## src/rtl/fp_mul_pkg.sv

```systemverilog
// Shared types, widths and IEEE-754 single-precision field helpers for the
// iterative Booth multiplier controller.
package fp_mul_pkg;

    localparam int EXP_W   = 8;
    localparam int MANT_W  = 23;
    localparam int BIAS    = 127;
    localparam int ITERS   = MANT_W + 2;
    localparam int BOOTH_W = MANT_W + 2;      // sign guard + hidden bit + fraction
    localparam int P_W     = 2 * BOOTH_W + 1; // accumulator, multiplier, Booth guard bit
    localparam int EXPS_W  = EXP_W + 2;       // signed exponent with overflow headroom
    localparam int CNT_W   = $clog2(ITERS);

    localparam logic [EXP_W-1:0] EXP_ALL_ONES = '1;

    typedef enum logic [2:0] {
        IDLE,
        PREP,
        ITER,
        NORM,
        DONE
    } state_t;

    function automatic logic f_sign(input logic [31:0] x);
        return x[31];
    endfunction

    function automatic logic [EXP_W-1:0] f_exp(input logic [31:0] x);
        return x[30:23];
    endfunction

    function automatic logic [MANT_W-1:0] f_frac(input logic [31:0] x);
        return x[22:0];
    endfunction

endpackage

```

## src/rtl/booth_r2_step.sv

```systemverilog
// One combinational radix-2 Booth step: add/subtract the multiplicand into the
// upper accumulator according to P[1:0], then arithmetic shift right by one.
module booth_r2_step
    import fp_mul_pkg::*;
(
    input  logic [P_W-1:0]     p,
    input  logic [BOOTH_W-1:0] mb,
    output logic [P_W-1:0]     p_next
);

    logic [BOOTH_W-1:0] hi;

    always_comb begin
        hi = p[P_W-1:P_W-BOOTH_W];
        case (p[1:0])
            2'b01:   hi = hi + mb;
            2'b10:   hi = hi - mb;
            default: hi = p[P_W-1:P_W-BOOTH_W];
        endcase
        p_next = {hi[BOOTH_W-1], hi, p[P_W-BOOTH_W-1:1]};
    end

endmodule

```

## src/rtl/fp_mul_booth_ctrl.sv

```systemverilog
// Iterative single-precision multiplier: unpack, 25 Booth steps on a shared
// datapath, normalise by one position, then pack with exception flagging.
module fp_mul_booth_ctrl
    import fp_mul_pkg::*;
(
    input  logic        clk,
    input  logic        reset,
    input  logic        in_valid,
    output logic        in_ready,
    input  logic [31:0] a,
    input  logic [31:0] b,
    output logic        out_valid,
    input  logic        out_ready,
    output logic [31:0] result,
    output logic        exception,
    output logic        busy
);

    localparam logic signed [EXPS_W-1:0] EXP_MIN_BAD = '0;
    localparam logic signed [EXPS_W-1:0] EXP_MAX_BAD = EXPS_W'(255);

    state_t                     state;
    logic [31:0]                a_r, b_r;
    logic                       sign_r, exc_in_r, zero_r;
    logic signed [EXPS_W-1:0]   exp_sum_r, norm_exp_r;
    logic [MANT_W-1:0]          norm_frac_r;
    logic [BOOTH_W-1:0]         mb_r;
    logic [P_W-1:0]             p_r, p_next;
    logic [CNT_W-1:0]           cnt_r;
    logic [2*BOOTH_W-3:0]       prod;
    logic [EXP_W-1:0]           ea, eb;
    logic [MANT_W-1:0]          fa, fb;

    assign ea   = f_exp(a_r);
    assign eb   = f_exp(b_r);
    assign fa   = f_frac(a_r);
    assign fb   = f_frac(b_r);
    // Product magnitude of two 24-bit significands never exceeds 48 bits.
    assign prod = p_r[2*BOOTH_W-2:1];

    booth_r2_step u_step (
        .p      (p_r),
        .mb     (mb_r),
        .p_next (p_next)
    );

    always_ff @(posedge clk or negedge reset) begin
        if (!reset) begin
            state       <= IDLE;
            a_r         <= '0;
            b_r         <= '0;
            sign_r      <= 1'b0;
            exc_in_r    <= 1'b0;
            zero_r      <= 1'b0;
            exp_sum_r   <= '0;
            norm_exp_r  <= '0;
            norm_frac_r <= '0;
            mb_r        <= '0;
            p_r         <= '0;
            cnt_r       <= '0;
            in_ready    <= 1'b0;
            out_valid   <= 1'b0;
            result      <= '0;
            exception   <= 1'b0;
            busy        <= 1'b0;
        end else begin
            case (state)
                IDLE: begin
                    if (in_valid && in_ready) begin
                        a_r      <= a;
                        b_r      <= b;
                        in_ready <= 1'b0;
                        busy     <= 1'b1;
                        state    <= PREP;
                    end else begin
                        in_ready <= 1'b1;
                    end
                end
                PREP: begin
                    sign_r    <= f_sign(a_r) ^ f_sign(b_r);
                    exp_sum_r <= $signed({2'b00, ea} + {2'b00, eb} - EXPS_W'(BIAS));
                    mb_r      <= {1'b0, |eb, fb};
                    p_r       <= {{BOOTH_W{1'b0}}, 1'b0, |ea, fa, 1'b0};
                    cnt_r     <= '0;
                    exc_in_r  <= (ea == EXP_ALL_ONES) || (eb == EXP_ALL_ONES) ||
                                 ((ea == '0) && (fa != '0)) || ((eb == '0) && (fb != '0));
                    zero_r    <= ((ea == '0) && (fa == '0)) || ((eb == '0) && (fb == '0));
                    state     <= ITER;
                end
                ITER: begin
                    p_r   <= p_next;
                    cnt_r <= cnt_r + CNT_W'(1);
                    if (cnt_r == CNT_W'(ITERS - 1))
                        state <= NORM;
                end
                NORM: begin
                    if (prod[47]) begin
                        norm_frac_r <= prod[46:24];
                        norm_exp_r  <= exp_sum_r + EXPS_W'(1);
                    end else begin
                        norm_frac_r <= prod[45:23];
                        norm_exp_r  <= exp_sum_r;
                    end
                    state <= DONE;
                end
                DONE: begin
                    // First DONE cycle packs; afterwards hold until the consumer takes it.
                    if (!out_valid) begin
                        out_valid <= 1'b1;
                        if (exc_in_r) begin
                            exception <= 1'b1;
                            result    <= '0;
                        end else if (zero_r) begin
                            exception <= 1'b0;
                            result    <= {sign_r, 31'b0};
                        end else if (norm_exp_r <= EXP_MIN_BAD || norm_exp_r >= EXP_MAX_BAD) begin
                            exception <= 1'b1;
                            result    <= '0;
                        end else begin
                            exception <= 1'b0;
                            result    <= {sign_r, norm_exp_r[EXP_W-1:0], norm_frac_r};
                        end
                    end else if (out_ready) begin
                        out_valid <= 1'b0;
                        in_ready  <= 1'b1;
                        busy      <= 1'b0;
                        state     <= IDLE;
                    end
                end
                default: state <= IDLE;
            endcase
        end
    end

endmodule

```

## config.mk

```make
export PLATFORM = sky130hd
export DESIGN_NAME = fp_mul_booth_ctrl
export DESIGN_NICKNAME = d
export VERILOG_FILES = /design/src/rtl/fp_mul_pkg.sv /design/src/rtl/booth_r2_step.sv /design/src/rtl/fp_mul_booth_ctrl.sv
export SDC_FILE = /design/constraint.sdc
export NUM_CORES = 1
export LEC_CHECK = 0
export ABC_AREA = 1
export CAP_MARGIN = 20
export CORE_UTILIZATION = 53
export CTS_BUF_LIST = sky130_fd_sc_hd__clkbuf_2
export DETAILED_ROUTE_END_ITERATION = 12
export GPL_TIMING_DRIVEN = 0
export PLACE_DENSITY = 0.75
export SLEW_MARGIN = 10
export SYNTH_ARGS = -nofsm -noshare
export SYNTH_HDL_FRONTEND = slang
export SYNTH_SLANG_ARGS = --single-unit
```

## constraint.sdc

```tcl
create_clock -name clk -period 3.83 [get_ports clk]
set_input_delay 0.766 -clock clk [delete_from_list [all_inputs] [get_ports clk]]
set_output_delay 0.766 -clock clk [all_outputs]
set_load 0.05 [all_outputs]
```

Word level (Yosys, flattened, before mapping)
Cells that the tools add are included.
W data, S select, Z words.
{ "word_totals": {"inputBits": 68, "word_cells": 92, "output_inout_bits": 36, "register_bits": 229} }
{ "op_classes": {"n_reduce_logical": 26, "n_mux": 26, "n_eq_ne": 13, "bitwise": 2, "addsub": 6, "magnitude_cmp": 2} }
{ "ops": {"columns": ["op", "count"], "rows": [
  ["$pmux W51 S2", 1],
  ["$mux W32", 3],
  ["$pmux W25 S2", 1],
  ["$logic_not A23 Y1", 2],
  ["$reduce_bool A23 Y1", 2],
  ["$add A25 B24 Y25", 1],
  ["$sub A25 B24 Y25", 1],
  ["$mux W23", 1],
  ["$eq A8 B8 Y1 const B", 2],
  ["$logic_not A8 Y1", 2],
  ["$reduce_or A8 Y1", 2],
  ["$pmux W3 S5", 1],
  ["$mux W3", 4],
  ["$mux W1", 11],
  ["$add A10 B2 Y10 const B", 1],
  ["$ge A10 B9 Y1 const B", 1],
  ["$le A10 B1 Y1 const B", 1],
  ["$mux W10", 1],
  ["$pmux W5 S2", 1],
  ["$sub A9 B7 Y10 const B", 1],
  ["$add A8 B8 Y9", 1],
  ["$ne A2 B2 Y1 const B", 4],
  ["$reduce_and A4 Y1", 2],
  ["$eq A3 B2 Y1 const B", 2],
  ["15 further kinds", 26]
]} }

Longest topological paths before layout
{ "depth": {"depth_word": 5, "ltp_mapped": 23, "depth_no_buf": 23} }

By module
A second synthesis with hierarchy kept.
{ "unflattened": {"hier_cells": 1649, "hier_area_um2": 12595.8} }
{ "by_module_without_submodules": {"columns": ["mod", "cells_each", "area_per_inst_um2", "instances", "seq_area_each_um2"], "rows": [
  ["fp_mul_booth_ctrl", 1140, 9889.5, 1, 5730.5],
  ["booth_r2_step", 509, 2706.3, 1, 0.0]
]} }

Least setup slack after synthesis
No wires, ideal clock.
{ "synth_path": {"path_type": "reg-to-reg", "start": "register mb_r[0]", "end": "register p_r[45]", "setup_ps": 117, "required_time_ps": 3713, "t_arrival_ps": 2455, "stages_incl_launch_ff": 17, "path_buffers": 0, "synth_period_minus_slack_ps": 2571, "path_slack_ps": 1259, "cell_sequence": "dfrtp_1 > inv_1 > ha_1 > nand3_1 > nor2_2 > nand3_2 > o31ai_2 > xor2_1 > ha_1 > nand2_1 > nor2_1 > and2_1 > nand3b_1 > nand4_1 > nand3_1 > nand2_1 > nand2_1"} }
{ "synth_via": {"elab_chain_len": 3, "word_cells_on_any_way": 4, "cone_classes": "add/sub (2); mux (2)"} }
{ "synth_rtl": {"columns": ["item", "line_no", "text"], "rows": [
  ["start, declared", "fp_mul_booth_ctrl.sv:27", "logic [BOOTH_W-1:0] mb_r;"],
  ["start signal, assigned", "fp_mul_booth_ctrl.sv:82", "mb_r <= {1'b0, |eb, fb};"],
  ["$sub A25 B24 Y25 / $add A25 B24 Y25 (equally long branches)", "booth_r2_step.sv:17, booth_r2_step.sv:16", null],
  ["$pmux W25 S2 (*)", "booth_r2_step.sv:15", "case (p[1:0])"],
  ["$pmux W51 S2 (*)", "fp_mul_booth_ctrl.sv:67", "case (state)"],
  ["end signal, assigned", "fp_mul_booth_ctrl.sv:83", "p_r <= {{BOOTH_W{1'b0}}, 1'b0, |ea, fa, 1'b0};"],
  ["end signal, assigned", "fp_mul_booth_ctrl.sv:91", "p_r <= p_next;"],
  ["end, declared", "fp_mul_booth_ctrl.sv:28", "logic [P_W-1:0] p_r, p_next;"]
]} }
Mark *: on every way between the ends. The rest lies on a longest branch, timed or not.
A chain may end at the register's enable or synchronous reset.

Worst setup path after layout
{ "layout_path": {"start": "register mb_r[0]", "end": "register p_r[47]"} }
The elaborated chain is that of the path after synthesis.

==> summary.txt <==
Outcome
  • Status: completed

STA
  • Hold WS: 327 ps
  • Slew @ Worst Pin: about 600 ps
  • Max Clk Rate: 302 MHz
  • Fin Clk Skew: about 95 ps
  • RSZ-0062 raised after global routing: false
  • Slew headroom: 0.596
  • Pins over their slew limit: 0
  • Final setup TNS: 0 ps
  • Endpoints failing hold: 0
  • Period utilisation layout: 0.865
  • Min Tclk post-route: around 3300 ps
  • Setup violators final: 0

Setup path
  • Setup slack, reg-to-reg: approximately 520 ps
  • RR Endpoint: p_r[47]
  • CP startpoint kind: flip-flop
  • Required @ worst endpoint: roughly 4500 ps
  • Worst reg2reg path startpoint: mb_r[0]
  • CP arrival: 4000 ps
  • Crit path capture type: flip-flop
  • Kind of critical path: reg2reg
  • R2R cell count: 18
  • Crit-path max FO: 5

Clocking
  • Clk Latency, worst-skew pair: between 800 and 900 ps
  • TritonCTS clock tree: yes
  • Clock sinks: 228
  • CTS Buf Count: 57
  • Root cell of the clock tree: clkbuf_2
  • H-tree depth: 2
  • CTS clk-pin slew, worst paths: ~110 ps
  • Clock buffer depth: 3
  • Hold_buf cts: 1
  • # Post-CTS Setup Buffers: 0
  • Post-cts sizing count: 0

Placed design
  • Count of input and output buffers: about 100
  • Dpl hpwl: around 26,000 um
  • Placer Congestion: between 0.9 and 1

Routing
  • Post-route ant nets: 0
  • Initial DRT Pass Iterations: 5
  • DRC marker count from the first detailed-route iteration: about 860
  • Via count: between 10k and 15k
  • DRC violation count after routing: 0
  • WL per Instance: roughly 15 um
  • Routed WL: approximately 33,000 um
  • Mean number of vias per cell: roughly 5.2

GRT
  • GRT overflow: 0
  • Initial antenna violation count: 1
  • Overall Global Routing Usage: 0.286
  • First-pass GRT wire length: ~54,000 um
  • Largest net degree at the start of global routing: 113
  • Vias in the first global route: approximately 11k

Floorplanning
  • Die X: around 160 um
  • # rows: between 50 and 60
  • Die Height: roughly 160 um
  • Area of the die: between 20,000 and 25,000 um2
  • I/O Pins: between 100 and 150
  • Core Area: about 23,000 um2
  • Initial core utilization: 0.540

Logic synthesis
  • Dominant synthesized flop cell: dfrtp_1
  • Post-Syn Nets: 1,763
  • Ys Warns: 0
  • Async set-reset flop share out of synthesis: 1.00
  • Yosys cell types: 46
  • Synth Register Bits: around 230
  • Post-synthesis sequential area ratio: 0.451
  • Syn_area_per_cell: 7.67 um2
  • Syn Inst Count: between 1.5k and 2k
  • Post-Syn Area: roughly 13,000 um2
  • Post-synth EDFFs: 0

Worst hold path
  • Hold Crit Class: in2async

Finish
  • Layout cells sized above 1: 0.0819
  • Layout Area Growth over Synthesis: 16.3%
  • Fin nets: between 1.5k and 2k
  • Fill cells: around 2.2k
  • Fin util: 0.628

Power
  • Total Power: approximately 13,000 uW
  • PD cells: a little over 900 nW/um2
  • Peak supply drop: approximately 0.35 mV
  • P_leak: between 0.007 and 0.008 uW

Flow run
  • MaxCap Viol Count: 0
[cell usage in the layout, fill, tap and decap left out, types with 11 or more instances in the layout]
cell,n
o21ai_0,135
o31ai_1,31
xnor2_1,11
clkbuf_1,26
clkinv_1,13
clkbuf_2,83
a21oi_1,45
clkdlybuf4s50_1,102
dfrtp_1,228
nand3_1,70
nand4_1,26
xor2_1,29
nand2_1,519
o211ai_1,38
o21ai_1,19
ha_1,44
inv_1,239
nor2_1,88
buf_2,22
[final cells by class]
class                      count  area (um2)  area share
clock inverter                19         143     0.00970
antenna                        1        2.50    0.000170
buffer                        64         354      0.0241
inverter                     245         920      0.0625
tap                          319         399      0.0271
timing repair buffer         106        1100      0.0749
clock buffer                  83         415      0.0283
multi-input combinational   1112        5660       0.385
sequential                   228        5710       0.388
[stage by stage]
stage,instances,cell area [um2],worst slack (ps)
finish,2177,14700,518
global route,2177,14700,232
CTS,2176,14700,564
detailed placement,2073,14100,520
global placement,2071,14100,-7450
floorplan,1649,12600,1260
[worst max-delay path by stage]
| stage | from | end | cells after the start |
|---|---|---|---|
| after detailed placement | mb_r[0] | p_r[45] | 16 |
| final | mb_r[0] | p_r[47] | 18 |
| after global placement | reset | mb_r[8] | 1 |
| after CTS | mb_r[0] | p_r[47] | 18 |
| after floorplan | mb_r[0] | p_r[45] | 16 |
| after global routing | mb_r[0] | p_r[45] | 16 |
[flip-flops by register name, indices dropped and copies added, names as in the netlist]
name	count
in_ready	1
busy	1
state	3
cnt_r	5
exp_sum_r	10
result	32
out_valid	1
exception	1
a_r	32
norm_frac_r	23
b_r	32
sign_r	1
norm_exp_r	10
zero_r	1
exc_in_r	1
mb_r	24
p_r	50
[report_power, final]
part           internal [uW]  leakage, uW  switching, uW
Clock                    725     0.000408            988
Sequential              3410      0.00292            702
Combinational           2500      0.00399           5000
Total                   6630      0.00732           6690
[worst max-delay path: stages, from the launching register on]
cell and delay [ps]:
dfrtp_1 450, inv_1 150, ha_1 190, nand3_1 150, nor2_2 280, nand3_2 160
o21ai_2 170, nand2_1 80, xor2_1 150, ha_1 380, nand2_1 130, nor2_1 200
nand2_1 110, nor2_1 110, nand2_1 110, nand4_1 110, nand3_1 120, nand2_1 100
nand2_1 50
[layer usage]
metal,track usage,up-vias,part of all wire
li1,-,5645,-
met1,0.387,5255,0.45
met2,0.480,323,0.48
met3,0.0432,50,0.051
met4,0.0747,0,0.018
met5,0,-,0
[synth_stat cells (8+ instances only)]
cell type  instances  area share
nand3_1           70       0.028
xor2_1            29       0.020
ha_1              44       0.044
o211ai_1          38       0.023
o21ai_0          135       0.053
nor2_1            88       0.026
inv_1            239       0.071
a21oi_1           45       0.018
dfrtp_1          228        0.45
nand2_1          519        0.15
xnor2_1           11      0.0076
buf_2             22      0.0087
o21ai_1           19      0.0075
o31ai_1           31       0.018
o22ai_1            8      0.0040
clkbuf_1          26      0.0077
nand4_1           26       0.013
buf_6              8      0.0071
[cell families (layout without fill, tap and decap cells)]
family                   after synthesis  after routing  synth area share
AO/OA/AOI/OAI                        293            293             0.135
XOR/XNOR                              40             40            0.0277
buffers and inverters                309            517             0.101
AND/OR/NAND/NOR                      733            733             0.239
other                                  0              1                 0
flip-flops                           228            228             0.451
adder cells (fa/ha/maj)               46             46            0.0467
(Power assumes the default switching activity.)
==> RTL edit 1: new RTL, same flow settings <==
Re-encode `state_t` (5 states) as one-hot, 5 bits wide.
--- a/src/rtl/fp_mul_pkg.sv
+++ b/src/rtl/fp_mul_pkg.sv
@@ -15,8 +15,8 @@
 
-    typedef enum logic [2:0] {
-        IDLE,
-        PREP,
-        ITER,
-        NORM,
-        DONE
+    typedef enum logic [4:0] {
+        IDLE = 5'b00001,
+        PREP = 5'b00010,
+        ITER = 5'b00100,
+        NORM = 5'b01000,
+        DONE = 5'b10000
     } state_t;
Function: no difference found for any inputs over 10 cycles, from zero or initial values and one cycle with reset low; not proved beyond that.
==> RTL edit 1 against the original RTL <==
- cell count grew 0.69%
- combinational power shrank 29%
- clock power shrank 9%
- design area grew 0.14%
- sequential cell count grew 2
- non-clock buffer count grew 2
- synthesized cell count grew 1.3%
- total power shrank 21%
- global-route usage shrank 0.29 points
- wire length shrank 0.17%
- fmax shrank 2.5%
- worst setup slack lost 84 ps
- synthesized area grew 0.86%
- critical path type unchanged
==> RTL edit 1: results <==
set metrics [dict create \
    status "complete, no violations" \
    grt_use_met1_pct 38.7 \
    wl_met3_um 1640 \
    met2WireLength_um 15600 \
    netlist-cell-type-count 45 \
    arrival_ps 4150 \
    grt_max_degree 96 \
    routed_wl_um 33400 \
    ys_seq_area_share_pct 45.1 \
    cts_buffers 58 \
    grt_pass1_wl_um 54300 \
    synth-compound-area-share_pct 14.2 \
    drive_above_1_share_pct 7.91 \
    drt-met1-wl_um 15400 \
    ir_drop_mv 0.332 \
    place_hpwl_um 25600 \
    worstSkewPairLatency_ps 890 \
    r2r_slack_ps 430 \
    worst_pin_slew_ps 683 \
    synth_fp_nets 1784 \
    skew_ps 69.8 \
    path_max_fanout 10 \
    cp_slowest_stage_delay_ps 380 \
    synthTopCellsByArea "dfrtp_1 45%, nand2_1 14%, inv_1 8.3%" \
    yosys-mux-area-fraction_pct 0.0785 \
    vias 11300 \
    reg2reg_depth 19 \
    crit_start "p_r[0]" \
]
-- RTL edit 1: stage by stage --
stage               hold slack, ps  cells  instance area, um^2  worst slack, ps   TNS, ps
finish                         408   2192                14700              434         0
global route                   402   2192                14700              124         0
CTS                            399   2191                14700              449         0
detailed placement             465   2094                14200              463         0
global placement               459   2092                14200            -7640  -1746990
floorplan                      442   1670                12800             1240         0
-- RTL edit 1: layout make-up --
cell class | count | area, um^2
antenna | 1 | 2.50
multi-input combinational | 1087 | 5580
tap | 319 | 399
buffer | 66 | 335
sequential | 230 | 5760
clock buffer | 82 | 410
inverter | 287 | 1080
timing repair buffer | 106 | 1100
fill | 2170 | 8820
clock inverter | 14 | 60.1
-- RTL edit 1: power by group --
group          switching, mW  leakage, nW  total [mW]  internal (mW)
Clock                  0.988        0.370        1.56          0.572
Combinational           3.56         3.87        5.36           1.81
Sequential             0.483         3.01        3.61           3.13
Total                   5.03         7.25        10.5           5.51
==> RTL edit 2: new RTL, same settings <==
Without the edit above. Make the reset (`reset`) synchronous in one clocked block.
--- a/src/rtl/fp_mul_booth_ctrl.sv
+++ b/src/rtl/fp_mul_booth_ctrl.sv
@@ -46,3 +46,3 @@
 
-    always_ff @(posedge clk or negedge reset) begin
+    always_ff @(posedge clk) begin
         if (!reset) begin
Function: differs if reset is asserted again (counterexample within 4 cycles, from zero or initial values and one cycle with reset low); with reset held inactive, the same outputs for 10 cycles.
==> RTL edit 2 against the original RTL <==
- design area fell by 6.8%
- synthesized area is 6.3% lower
- sequential cell count is the same
- sequential power decreased by 23%
- highest routed layer unchanged
- critical path depth increased by 1
- sequential share of layout area decreased by 5.5 points
- wire length down 0.36%
- hold slack gained 97 ps
- count of clock-buffer cells in the layout fell by 3
- worst setup slack got worse by 230 ps
- clock skew grew 20 ps
- total power is 23% lower
- largest cell class is now multi-input combinational cells
==> RTL edit 2: results <==
set metrics [dict create \
    nNetsFinal 1989 \
    p_leak_nw 5.77 \
    synth-xor-area-share_pct 2.66 \
    synth_common_cells "375 x nand2_1, 228 x dfxtp_1, 207 x inv_1" \
    yosys-mux-area-fraction_pct 0 \
    cts_buffers 57 \
    grt_pass1_vias 10700 \
    path_clk_slew_ps 110 \
    synthTopCellsByArea "dfxtp_1 39%, nand2_1 12%, a21oi_1 7.4%" \
    final-seq-area_um2 4560 \
    status "complete, no violations" \
    gp_congestion 0.951 \
    first_iter_violations 783 \
    h-tree-depth 2 \
    routed_wl_um 33300 \
    synthAdderAreaFrac_pct 4.99 \
    vias_per_cell 5.35 \
    track_usage_pct 29.9 \
    vias 11700 \
    slowest_stage "dfxtp_1" \
    arrival_ps 4220 \
    post-cts-setup-buffers 0 \
    path_max_fanout 7 \
    ir_drop_mv 0.333 \
    synthFlopType "dfxtp_1" \
    placed_area_um2 13200 \
    netSwitchingFraction_pct 49.2 \
    ys_seq_area_share_pct 38.5 \
    worst_pin_slew_ps 693 \
    grt_pass1_wl_um 53300 \
    skew_ps 115 \
    drtPass1Iterations 5 \
    netlist-cell-type-count 50 \
    port_buffers 102 \
    largest_register_ffs 50 \
    synth_fp_nets 1828 \
    ys_warn_count 0 \
    place_hpwl_um 26200 \
    cp_slowest_stage_delay_ps 410 \
    largest-register "p_r" \
    crit_family "simple AND/OR/NAND/NOR gates" \
    drive_above_1_share_pct 7.35 \
    hold_class "reg -> reg" \
    worstSkewPairLatency_ps 910 \
    clockBufferDepth 3 \
    async_flop_share_pct 0 \
    fillCellCount 2143 \
    cts_root_buf "clkbuf_2" \
    grt_max_degree 18 \
    syn-instance-count 1714 \
    placedCellCount 2096 \
    synth-compound-area-share_pct 19.3 \
    antenna_found_initial 1 \
    cts-resized-gates 0 \
]
==> RTL edit 2: final cells by class <==
type	instances	area share, %
multi-input cells	1184	44.4
flip-flops and latches	228	33.3
repair buffers	102	7.45
inverters	217	5.97
clock buffers	80	2.92
plain buffers	85	2.74
well taps	280	2.56
clock inverters	10	0.594
diodes	1	0.0183
==> RTL edit 2: layer usage <==
metal	global-route usage, %	share of wire, %	vias up
li1	-	-	5987
met1	39.1	46	5212
met2	48.0	44	438
met3	6.20	7.2	67
met4	11.6	2.8	0
met5	0	0	-
==> RTL edit 2: per-stage QoR <==
| step | hold WS, ps | worst slack (ps) |
|---|---|---|
| 6_report | 424 | 292 |
| 5_1_grt | 452 | 20.7 |
| 4_1_cts | 431 | 374 |
| 3_5_place_dp | 454 | 401 |
| 3_3_place_gp | 449 | 469 |
| 2_1_floorplan | 439 | 1180 |
==> RTL edit 2: final timing paths <==
check / startpoint / endpoint / slack [ps] / depth (start not counted)
hold / removal: norm_frac_r[9] / result[9] / 420 / 2
setup / recovery: p_r[1] / p_r[43] / 290 / 19
setup reg to reg: p_r[1] / p_r[43] / 290 / 19
hold reg to reg: norm_frac_r[9] / result[9] / 420 / 2
==> RTL edit 2: power groups by stage <==
stage / clock network [mW] / registers [mW] / logic, mW
2_1_floorplan: 0 / 3.13 / 3.92
3_3_place_gp: 0 / 3.18 / 5.33
3_5_place_dp: 0 / 3.20 / 5.44
4_1_cts: 1.63 / 3.14 / 5.47
5_1_grt: 1.76 / 3.20 / 6.13
6_report: 1.60 / 3.16 / 5.53
